## config.mk

```make
export PLATFORM = sky130hd
export DESIGN_NAME = symbol_aligner
export DESIGN_NICKNAME = d
export VERILOG_FILES = /design/src/rtl/serdes_rx_pkg.sv /design/src/rtl/symbol_aligner_comma_search.sv /design/src/rtl/symbol_aligner.sv
export SDC_FILE = /design/constraint.sdc
export NUM_CORES = 1
export LEC_CHECK = 0
export BUFFER_PORTS_ARGS = -buffer_cell sky130_fd_sc_hd__buf_2
export CELL_PAD_IN_SITES_DETAIL_PLACEMENT = 0
export CELL_PAD_IN_SITES_GLOBAL_PLACEMENT = 1
export CORE_MARGIN = 2
export CORE_UTILIZATION = 46
export DETAILED_ROUTE_END_ITERATION = 7
export GPL_TIMING_DRIVEN = 0
export PLACE_DENSITY_LB_ADDON = 0.1
export RECOVER_POWER = 50
export SLEW_MARGIN = 20
export SYNTH_ARGS = -nofsm -noshare
export SYNTH_HDL_FRONTEND = slang
export SYNTH_SLANG_ARGS = --single-unit
```

## constraint.sdc

```tcl
create_clock -name recovered_clock -period 4.7 [get_ports recovered_clock]
set_clock_uncertainty 0.1 [all_clocks]
set_input_delay 0 -clock recovered_clock [delete_from_list [all_inputs] [get_ports recovered_clock]]
set_output_delay 0 -clock recovered_clock [all_outputs]
set_load 0.01 [all_outputs]
```

## src/rtl/serdes_rx_pkg.sv

```systemverilog
// serdes_rx_pkg
// Shared definitions for the receive-side symbol path.
//   SYMBOL_WIDTH         : width of one 8b/10b symbol.
//   COMMA_POS/COMMA_NEG  : 7-bit comma prefixes, bits [9:3] of a symbol with bit 9 = "a".
//   K28_5_NEG/K28_5_POS  : the full K28.5 code groups for the two running disparities.
//   aligner_state_t      : sync state machine states used by symbol_aligner.
package serdes_rx_pkg;

  localparam int SYMBOL_WIDTH = 10;

  localparam logic [6:0] COMMA_POS = 7'b0011111;
  localparam logic [6:0] COMMA_NEG = 7'b1100000;

  localparam logic [9:0] K28_5_NEG = 10'h0FA;
  localparam logic [9:0] K28_5_POS = 10'h305;

  typedef enum logic [1:0] {
    UNLOCKED = 2'd0,
    CHECK    = 2'd1,
    LOCKED   = 2'd2
  } aligner_state_t;

endpackage

```

## src/rtl/symbol_aligner_comma_search.sv

```systemverilog
// comma_search
// Purely combinational comma finder over a 20-bit sliding window.
// Candidate k is window[19-k -: 10] (k = 0..9, bit 19 is the earliest bit).
// Ports:
//   window    in  20  {previous word, current word}
//   hit       out 10  hit[k] = candidate k holds a comma
//   first_hit out 4   lowest k with a hit (0 when there is none)
// Configuration macro: SYMBOL_ALIGNER_FULL_COMMA_EN
//   defined   : only the complete K28.5 code group (either disparity) counts
//   undefined : the 7-bit comma prefix (either disparity) counts
module comma_search
  import serdes_rx_pkg::*;
(
  input  logic [2*SYMBOL_WIDTH-1:0] window,
  output logic [SYMBOL_WIDTH-1:0]   hit,
  output logic [3:0]                first_hit
);

  for (genvar gi = 0; gi < SYMBOL_WIDTH; gi++) begin : g_match
`ifdef SYMBOL_ALIGNER_FULL_COMMA_EN
    logic [SYMBOL_WIDTH-1:0] cand;
    assign cand    = window[2*SYMBOL_WIDTH-1-gi -: SYMBOL_WIDTH];
    assign hit[gi] = (cand == K28_5_NEG) || (cand == K28_5_POS);
`else
    // Only the leading seven bits of a candidate decide a comma.
    logic [6:0] prefix;
    assign prefix  = window[2*SYMBOL_WIDTH-1-gi -: 7];
    assign hit[gi] = (prefix == COMMA_POS) || (prefix == COMMA_NEG);
`endif
  end

  // Scan from the highest offset down so the lowest hitting offset wins.
  always_comb begin
    first_hit = '0;
    for (int k = SYMBOL_WIDTH - 1; k >= 0; k--) begin
      if (hit[k]) first_hit = 4'(k);
    end
  end

endmodule

```

## src/rtl/symbol_aligner.sv

```systemverilog
// symbol_aligner
// Word aligner for the recovered-clock domain. Finds the 8b/10b comma in a
// 20-bit sliding window of raw deserializer words, locks the symbol boundary
// through an UNLOCKED/CHECK/LOCKED sync machine and emits aligned symbols for
// the rx elastic buffer. data_out flows in every state; qualify it with locked.
// Parameters:
//   LOCK_COUNT      aligned commas at one offset needed to declare lock
//   MISALIGN_LIMIT  consecutive misaligned commas that drop lock
// Ports:
//   recovered_clock  in  1   single clock of the block
//   recovered_reset  in  1   asynchronous active-low reset
//   data_in          in  10  raw word, bit 9 earliest ("a")
//   data_out         out 10  aligned symbol, bit 9 = "a"
//   comma_detected   out 1   data_out holds a comma at the current offset
//   locked           out 1   sync machine is in LOCKED
//   realign          out 1   one-cycle pulse, offset register was loaded
//   offset           out 4   current bit offset 0..9
// Configuration macro: SYMBOL_ALIGNER_FULL_COMMA_EN (see comma_search).
module symbol_aligner
  import serdes_rx_pkg::*;
#(
  parameter int LOCK_COUNT     = 3,
  parameter int MISALIGN_LIMIT = 4
) (
  input  logic                    recovered_clock,
  input  logic                    recovered_reset,
  input  logic [SYMBOL_WIDTH-1:0] data_in,
  output logic [SYMBOL_WIDTH-1:0] data_out,
  output logic                    comma_detected,
  output logic                    locked,
  output logic                    realign,
  output logic [3:0]              offset
);

  localparam int ACW = $clog2(LOCK_COUNT + 1);
  localparam int MCW = $clog2(MISALIGN_LIMIT + 1);
  localparam logic [ACW-1:0] ACNT_TOP = ACW'(LOCK_COUNT);
  localparam logic [MCW-1:0] MCNT_TOP = MCW'(MISALIGN_LIMIT);

  aligner_state_t state_reg, state_next;
  logic [SYMBOL_WIDTH-1:0] prev_word_reg;
  logic [3:0]              offset_reg, offset_next;
  logic [ACW-1:0]          aligned_cnt_reg, aligned_cnt_next, aligned_inc;
  logic [MCW-1:0]          misalign_cnt_reg, misalign_cnt_next, misalign_inc;
  logic                    realign_next;

  logic [2*SYMBOL_WIDTH-1:0] window;
  logic [SYMBOL_WIDTH-1:0]   hit;
  logic [3:0]                first_hit;
  logic                      any_hit;
  logic                      aligned_hit;
  logic [3:0]                eff;
  logic [SYMBOL_WIDTH-1:0]   cand [SYMBOL_WIDTH];

  assign window = {prev_word_reg, data_in};

  comma_search u_comma_search (
    .window    (window),
    .hit       (hit),
    .first_hit (first_hit)
  );

  for (genvar gi = 0; gi < SYMBOL_WIDTH; gi++) begin : g_cand
    assign cand[gi] = window[2*SYMBOL_WIDTH-1-gi -: SYMBOL_WIDTH];
  end

  assign any_hit     = |hit;
  assign aligned_hit = hit[offset_reg];

  // Saturating increments; the FSM acts on the saturated value.
  assign aligned_inc  = (aligned_cnt_reg == ACNT_TOP) ? aligned_cnt_reg
                                                      : aligned_cnt_reg + 1'b1;
  assign misalign_inc = (misalign_cnt_reg == MCNT_TOP) ? misalign_cnt_reg
                                                       : misalign_cnt_reg + 1'b1;

  always_comb begin
    state_next        = state_reg;
    offset_next       = offset_reg;
    aligned_cnt_next  = aligned_cnt_reg;
    misalign_cnt_next = misalign_cnt_reg;
    realign_next      = 1'b0;

    case (state_reg)
      UNLOCKED: begin
        if (any_hit) begin
          offset_next      = first_hit;
          realign_next     = 1'b1;
          aligned_cnt_next = ACW'(1);
          state_next       = (LOCK_COUNT <= 1) ? LOCKED : CHECK;
        end
      end

      CHECK: begin
        if (aligned_hit) begin
          aligned_cnt_next = aligned_inc;
          if (aligned_inc == ACNT_TOP) begin
            state_next        = LOCKED;
            misalign_cnt_next = '0;
          end
        end else if (any_hit) begin
          // A comma somewhere else restarts qualification at the new boundary.
          offset_next      = first_hit;
          realign_next     = 1'b1;
          aligned_cnt_next = ACW'(1);
        end
      end

      LOCKED: begin
        // An aligned comma wins over any foreign comma in the same window.
        if (aligned_hit) begin
          misalign_cnt_next = '0;
        end else if (any_hit) begin
          misalign_cnt_next = misalign_inc;
          if (misalign_inc == MCNT_TOP) begin
            state_next        = UNLOCKED;
            aligned_cnt_next  = '0;
            misalign_cnt_next = '0;
          end
        end
      end

      default: begin
        state_next        = UNLOCKED;
        aligned_cnt_next  = '0;
        misalign_cnt_next = '0;
      end
    endcase
  end

  // A realignment steers this cycle's output straight to the new boundary.
  assign eff = realign_next ? first_hit : offset_reg;

  always_ff @(posedge recovered_clock or negedge recovered_reset) begin
    if (!recovered_reset) begin
      state_reg        <= UNLOCKED;
      prev_word_reg    <= '0;
      offset_reg       <= '0;
      aligned_cnt_reg  <= '0;
      misalign_cnt_reg <= '0;
      data_out         <= '0;
      comma_detected   <= 1'b0;
      locked           <= 1'b0;
      realign          <= 1'b0;
    end else begin
      state_reg        <= state_next;
      prev_word_reg    <= data_in;
      offset_reg       <= offset_next;
      aligned_cnt_reg  <= aligned_cnt_next;
      misalign_cnt_reg <= misalign_cnt_next;
      data_out         <= cand[eff];
      comma_detected   <= hit[eff];
      locked           <= (state_next == LOCKED);
      realign          <= realign_next;
    end
  end

  assign offset = offset_reg;

endmodule

```

==> impl_metrics.yaml, run 1 <==
setup_path:
  r2r_end: "data_out[3]"
  reg2reg_depth: 11
  startpoint: "prev_word_reg[1]"
  endpoint: "data_out[3]"
  path_max_fanout: 10
  worstReg2RegStart: "prev_word_reg[1]"
  crit_type: "flop to flop"
  cp-start-kind: "flop"
  r2r_slack_ns: 0.62
  cp_data_arrival_time_ns: 4.16
  crit_path_end_kind: "flop"
  critPathRequiredTime_ns: 4.78
route:
  first_pass_iters: 4
  route.detailed.drc: 0
  wl_met2_um: 3850
  dr.max_layer_used: "met4"
  postRouteAntennaNets: 0
  viasPerCell: 6.03
  routedWlPerCell_um: 18.2
  initialDrtViolationCount: 152
  wl_met1_um: 3570
  num_vias: 2603
  drt_wl_total_um: 7880
  dr_wl_met3_um: 297
sta:
  final-hold-violation-count: 0
  finalSetupTns_ns: 0
  final.period_utilization_pct: 86.8
  max_freq_ghz: 0.245
  worst-slew-pin-transition_ns: 1.95
  max_slew_margin_pct: -30.1
  drv_slew: 35
  fin_ws_ns: 0.622
  final-setup-viol-count: 0
  rsz0062_at_grt: "no"
  fin_crit_ns: 4.08
job:
  cap_violations: 1
finish:
  fillers: 551
  final_cells: 432
  antennaDiodeCount: 0
  layout-drive-gt1-share_pct: 17.6
  fin_nets: 370
  area_growth_pct: 16.0
die:
  die_area_um2: 6730
  fp.dieH_um: 82.0
  start_util_pct: 47.3
  rows: 28
  core-area_um2: 5920
  io_pins: 29
  die_w_um: 82.0
clock_network:
  clock_latency_ns: 0.30
  cts_buffer_depth: 2
  cts_tree: "built"
  path_clk_slew_ns: 0.08
  numCtsBuffers: 5
  h-tree-depth: 2
  cts_sinks: 34
  postCtsResizedCells: 0
  root_buffer: "clkbuf_8"
grt:
  antenna_found_initial: 0
  grt_pass1_vias: 2551
  grt_usage_pct: 25.7
  grt_pass1_wl_um: 13000
  grt_overflow: 0
  grt_max_degree: 35
synthesis:
  synth_compound_area_share_pct: 22.6
  syn_inst: 310
  ys_warn_count: 0
  synthMuxAreaShare_pct: 11.1
  ys_ff_latch: 34
  yosys-top-cells-area: "dfrtp_1 (30%), mux2i_1 (5.4%), nand2_1 (3.9%)"
  synth_edf_count: 0
  synthArstFlopShare_pct: 100
  synthAdderAreaFrac_pct: 0.893
  synthSimpleGateAreaFrac_pct: 29.0
  ys_seq_area_share_pct: 30.4
  synthFlopType: "dfrtp_1"
  synth_cell_type_count: 75
  synth_top_family_by_area: "simple AND/OR/NAND/NOR gates"
  synth.top_cell.area_share_pct: 30.4
  syn_area_um2: 2800
  synth_xor_xnor_area_share_pct: 0.313
  syn_avg_cell_area_um2: 9.04
  synth_top_cell_by_area: "dfrtp_1"
  syn-num-nets: 324
run_status:
  status: "finished with violations"
  violations: "max-capacitance violations, max-slew violations"
placement:
  placed_cells: 413
  gp_congestion: 0.867
  dp_slack_ns: 0.709
  post-dp-hpwl_um: 5750
  port_buffers: 28
power:
  p_seq_share_pct: 34.9
  power_density_nw_per_um2: 335
  swShare_pct: 34.6
  pwr-share-comb_pct: 33.7
  clkPwrFrac_pct: 31.4
  power_switching_w: 0.000376
  p_leak_nw: 1.31
  p_int_w: 0.000712
  ir_worst_vdd_mv: 0.203
  power_w: 0.00109
hold_path:
  holdPathStages: 2
  hold_class: "input pin to flop"
Yosys cell counts (all sizes together), types with 3 or more instances:
master   instances
nor3             4
mux4             3
nand3b           6
clkbuf           5
nor2            24
inv             17
o22ai            3
nand4            6
a21oi           11
o21bai           3
nand3            9
o21ai            9
or2              4
nand2           29
mux2i           15
buf             13
or4              3
nand2b           9
a31oi            3
or3b             4
a2bb2oi          7
nor4            11
a211oi           3
dfrtp           34
a211o            4
nor3b            3
mux2             8
o211ai           7
a311oi           7
nand4b           5
and2             7
cells in the final DEF (no fill, tap or decap), types with 5 or more instances in the layout:
master         count
and2_1             6
a21oi_1           10
o211ai_1           7
mux2i_1           15
nand2b_1           9
a2bb2oi_1          7
nand3_1            8
clkbuf_8           5
dlygate4sd3_1     11
nor4_1            10
inv_1             14
nand3b_1           6
clkbuf_1          31
o21ai_0            7
nand4b_1           5
dfrtp_1           34
buf_2             12
nor2_1            22
nand2_1           29
nand4_1            6
mux2_2             7
cells by family after synthesis:
group	Yosys count
and+or+nand+nor	136
muxes	26
xor gates and xnor gates	1
DFF	34
buffers and inverters	35
adders and majority gates	2
AOI/OAI and AO/OA	76
power groups by stage:
| stage | combinational [W] | sequential, W | clock [W] |
|---|---|---|---|
| after floorplan | 0.000244 | 0.000396 | 0 |
| after global placement | 0.000366 | 0.000383 | 0 |
| after detailed placement | 0.000367 | 0.000383 | 0 |
| after CTS | 0.000376 | 0.000379 | 0.000346 |
| after global routing | 0.000407 | 0.000389 | 0.000359 |
| final | 0.000366 | 0.000380 | 0.000342 |
cell type report:
| class | count | area, µm² | area share (%) |
|---|---|---|---|
| Buffer | 18 | 95.1 | 2.93 |
| Tap cell | 75 | 93.8 | 2.89 |
| Sequential cell | 34 | 851 | 26.2 |
| Timing Repair Buffer | 39 | 218 | 6.70 |
| Clock buffer | 5 | 68.8 | 2.12 |
| Clock inverter | 3 | 68.8 | 2.12 |
| Inverter | 17 | 63.8 | 1.96 |
| Multi-Input combinational cell | 241 | 1790 | 55.1 |
per-layer routing:
metal  track usage [%]  vias up
met5                 0        -
met4              8.17        0
met3              3.63       14
met2              44.1       62
met1              33.4     1254
li1                  -     1273
metrics by stage:
step                      utilization [%]  cell area, µm²  hold slack, ns
after global routing                 54.9            3250           0.262
after CTS                            55.5            3280           0.245
after floorplan                         -            2800          -0.396
after detailed placement             51.3            3040          0.0106
final                                54.9            3250           0.247
after global placement               51.3            3040         0.00822
timing repair:
item | 4_1_cts | 5_1_grt
hold buffers | 11 | 0
endpoints found under the hold margin | 45 | 0
buffers inserted | 0 | 0
worst min path at each step:
stage / start / end / slack, ns
2_1_floorplan: recovered_reset / aligned_cnt_reg[0] / -0.40
3_3_place_gp: data_in[0] / prev_word_reg[0] / 0.008
3_5_place_dp: data_in[0] / prev_word_reg[0] / 0.01
4_1_cts: data_in[0] / prev_word_reg[0] / 0.25
5_1_grt: data_in[0] / prev_word_reg[0] / 0.26
6_report: data_in[0] / prev_word_reg[0] / 0.25
worst max-delay path, stage by stage (launching register included):
cell	delay (ns)
dfrtp_1	0.43
buf_1	0.26
or3b_2	0.51
o22ai_1	0.26
nand3_1	0.11
and4_1	0.24
a21oi_1	0.45
or2_2	0.25
inv_2	0.10
a311oi_1	0.69
mux2i_1	0.24
a211o_1	0.31
(Power assumes the default switching activity.)
==> run 2: changes to the inputs <==
Settings changed: ABC_AREA set to 1, CORE_UTILIZATION 46 to 43.
==> impl_metrics.yaml, run 2 <==
synthesis:
  synthFlopType: "dfrtp_1"
  ys_ff_latch: 34
  syn_area_um2: 2820
  ys_seq_area_share_pct: 30.2
  syn_inst: 405
  synth_edf_count: 0
  synth_cell_type_count: 33
  synth_top_cell_by_area: "dfrtp_1"
  synth_commonest_cells: "nand3_1 (103), nand2_1 (93), nor2_1 (44), inv_1 (39), dfrtp_1 (34)"
  synth.most_common_cell: "nand3_1"
  syn_avg_cell_area_um2: 6.96
  synth.top_cell.area_share_pct: 30.2
  synthArstFlopShare_pct: 100
  ys_warn_count: 0
  yosys-top-cells-area: "dfrtp_1 (30%), nand3_1 (18%), nand2_1 (12%)"
  syn-num-nets: 419
sta:
  finalSetupTns_ns: 0
  final-setup-viol-count: 0
  fin_crit_ns: 2.83
  final-hold-violation-count: 0
  max_freq_ghz: 0.353
  worst-slew-pin-transition_ns: 1.86
  final.period_utilization_pct: 60.3
  rsz0062_at_grt: "no"
  max_slew_margin_pct: -24.0
  drv_slew: 35
setup_path:
  endpoint: "data_out[9]"
  r2r_slack_ns: 1.87
  worstPathCellList: "nor2_1 > nand2_1 > nor2_1 > nor2_2 > nand2_1 > nand3_1 > nand3_1 > nand3_1 > nand2_1 > nand2_4 > nand2_4 > nand2_4 > nand2_8 > inv_6 > buf_8 > nand3_1 > nand3_1 > nand3_1 > nand2_1"
  crit_slowest_cell: "dfrtp_1"
  cp_data_arrival_time_ns: 2.90
  crit_path_end_kind: "flop"
  critPathRequiredTime_ns: 4.77
  cp-start-kind: "flop"
  cp.depth: 19
  crit_type: "flop to flop"
  crit_family: "simple AND/OR/NAND/NOR gates"
  worst_path_most_repeated_cell: "nand3_1"
  r2r_end: "data_out[9]"
  slowest_delay_ns: 0.51
  cp.buffers_inverters: 2
  worstReg2RegStart: "prev_word_reg[1]"
  path_max_fanout: 10
  reg2reg_depth: 19
  startpoint: "prev_word_reg[1]"
grt:
  grt_pass1_wl_um: 13300
  grt_max_degree: 35
  grt_overflow: 0
  antenna_found_initial: 0
  grt_pass1_vias: 2681
  grt_usage_pct: 23.5
finish:
  fin_nets: 465
  mostFrequentLayoutCells: "nand3_1 (103), nand2_1 (93), nor2_1 (44)"
  antennaDiodeCount: 0
  final_cell_area_um2: 3220
  layout.cells.most_common: "nand3_1"
  layout-drive-gt1-share_pct: 15.7
  area_growth_pct: 14.4
die:
  start_util_pct: 44.4
  core-area_um2: 6350
  rows: 29
  die_area_um2: 7220
  die_w_um: 85.0
  fp.dieH_um: 85.0
  io_pins: 29
clock_network:
  clock_latency_ns: 0.29
  postCtsResizedCells: 0
  numCtsBuffers: 5
  root_buffer: "clkbuf_8"
  cts_sinks: 34
  cts_tree: "built"
  h-tree-depth: 2
  cts_buffer_depth: 2
  path_clk_slew_ns: 0.07
route:
  route.detailed.drc: 0
  initialDrtViolationCount: 180
  routedWlPerCell_um: 15.5
  first_pass_iters: 5
  viasPerCell: 5.37
  num_vias: 2839
  postRouteAntennaNets: 0
  drt_wl_total_um: 8220
run_status:
  status: "finished with violations"
  violations: "max-capacitance violations, max-slew violations"
power:
  swShare_pct: 43.0
  p_int_w: 0.000671
  clkPwrFrac_pct: 19.9
  power_switching_w: 0.000506
  ir_worst_vdd_mv: 0.195
  p_seq_share_pct: 34.1
  pwr-share-comb_pct: 46.0
  power_density_nw_per_um2: 365
  p_leak_nw: 1.59
hold_path:
  hold_class: "input pin to flop"
placement:
  port_buffers: 28
  placed_area_um2: 3060
  gp_congestion: 0.895
  post-dp-hpwl_um: 6180
job:
  cap_violations: 1
run 2: stage by stage:
step / hold WS [ns] / util, % / total power (W) / cells / setup WS (ns)
5_1_grt: 0.257 / 50.8 / 0.00126 / 529 / 1.66
3_5_place_dp: 0.0146 / 48.1 / 0.000953 / 510 / 1.89
6_report: 0.258 / 50.8 / 0.00118 / 529 / 1.87
2_1_floorplan: -0.396 / - / 0.000784 / 405 / 2.41
3_3_place_gp: 0.00928 / 48.1 / 0.000954 / 510 / 1.94
4_1_cts: 0.252 / 51.3 / 0.00120 / 529 / 1.87
run 2: cell type report:
class / instances / area [µm²]
buffer: 13 / 151
clock buffer: 7 / 86.3
clock inverter: 1 / 5.00
fill: 674 / 3130
inverter: 49 / 190
multi-input combinational: 309 / 1630
sequential: 34 / 851
tap: 77 / 96.3
timing repair buffer: 39 / 218
run 2: metal layers:
layer	vias up	GRT usage, %	share of wire, %
met1	1336	32.7	46
met2	78	38.7	48
met4	0	5.77	1.0
met3	7	3.21	4.9
li1	1418	-	-
met5	-	0	0
run 2: worst min path at each step:
stage,start,depth (start not counted),to
global placement,data_in[0],1,prev_word_reg[0]
global route,data_in[0],2,prev_word_reg[0]
floorplan,recovered_reset,0,aligned_cnt_reg[0]
finish,data_in[0],2,prev_word_reg[0]
CTS,data_in[0],2,prev_word_reg[0]
detailed placement,data_in[0],1,prev_word_reg[0]
run 2: kinds of logic after synthesis:
group / share of synthesized area, %
AND/OR/NAND/NOR: 51.4
flip-flops: 30.2
buffers and inverters: 12.1
adder cells (fa/ha/maj): 0.888
AO/OA/AOI/OAI: 5.06
XOR/XNOR: 0.311
run 2: power by group through the flow:
stage	Sequential [W]	Combinational (W)	Clock (W)
floorplan	0.000432	0.000352	0
global placement	0.000404	0.000550	0
detailed placement	0.000404	0.000549	0
CTS	0.000400	0.000560	0.000238
global route	0.000410	0.000600	0.000251
finish	0.000401	0.000541	0.000234
run 2: repair_timing:
item | in CTS | in global routing
hold buffers | 11 | 0
endpoints found under the hold margin | 46 | 0
buffers inserted | 0 | 0
run 2: worst register-to-register path, stage by stage, from the launching register on:
cell and delay (ns):
dfrtp_1 0.51, nor2_1 0.25, nand2_1 0.08, nor2_1 0.18, nor2_2 0.08, nand2_1 0.07
nand3_1 0.06, nand3_1 0.08, nand3_1 0.07, nand2_1 0.20, nand2_4 0.12, nand2_4 0.14
nand2_4 0.08, nand2_8 0.13, inv_6 0.07, buf_8 0.14, nand3_1 0.09, nand3_1 0.10
nand3_1 0.09, nand2_1 0.08
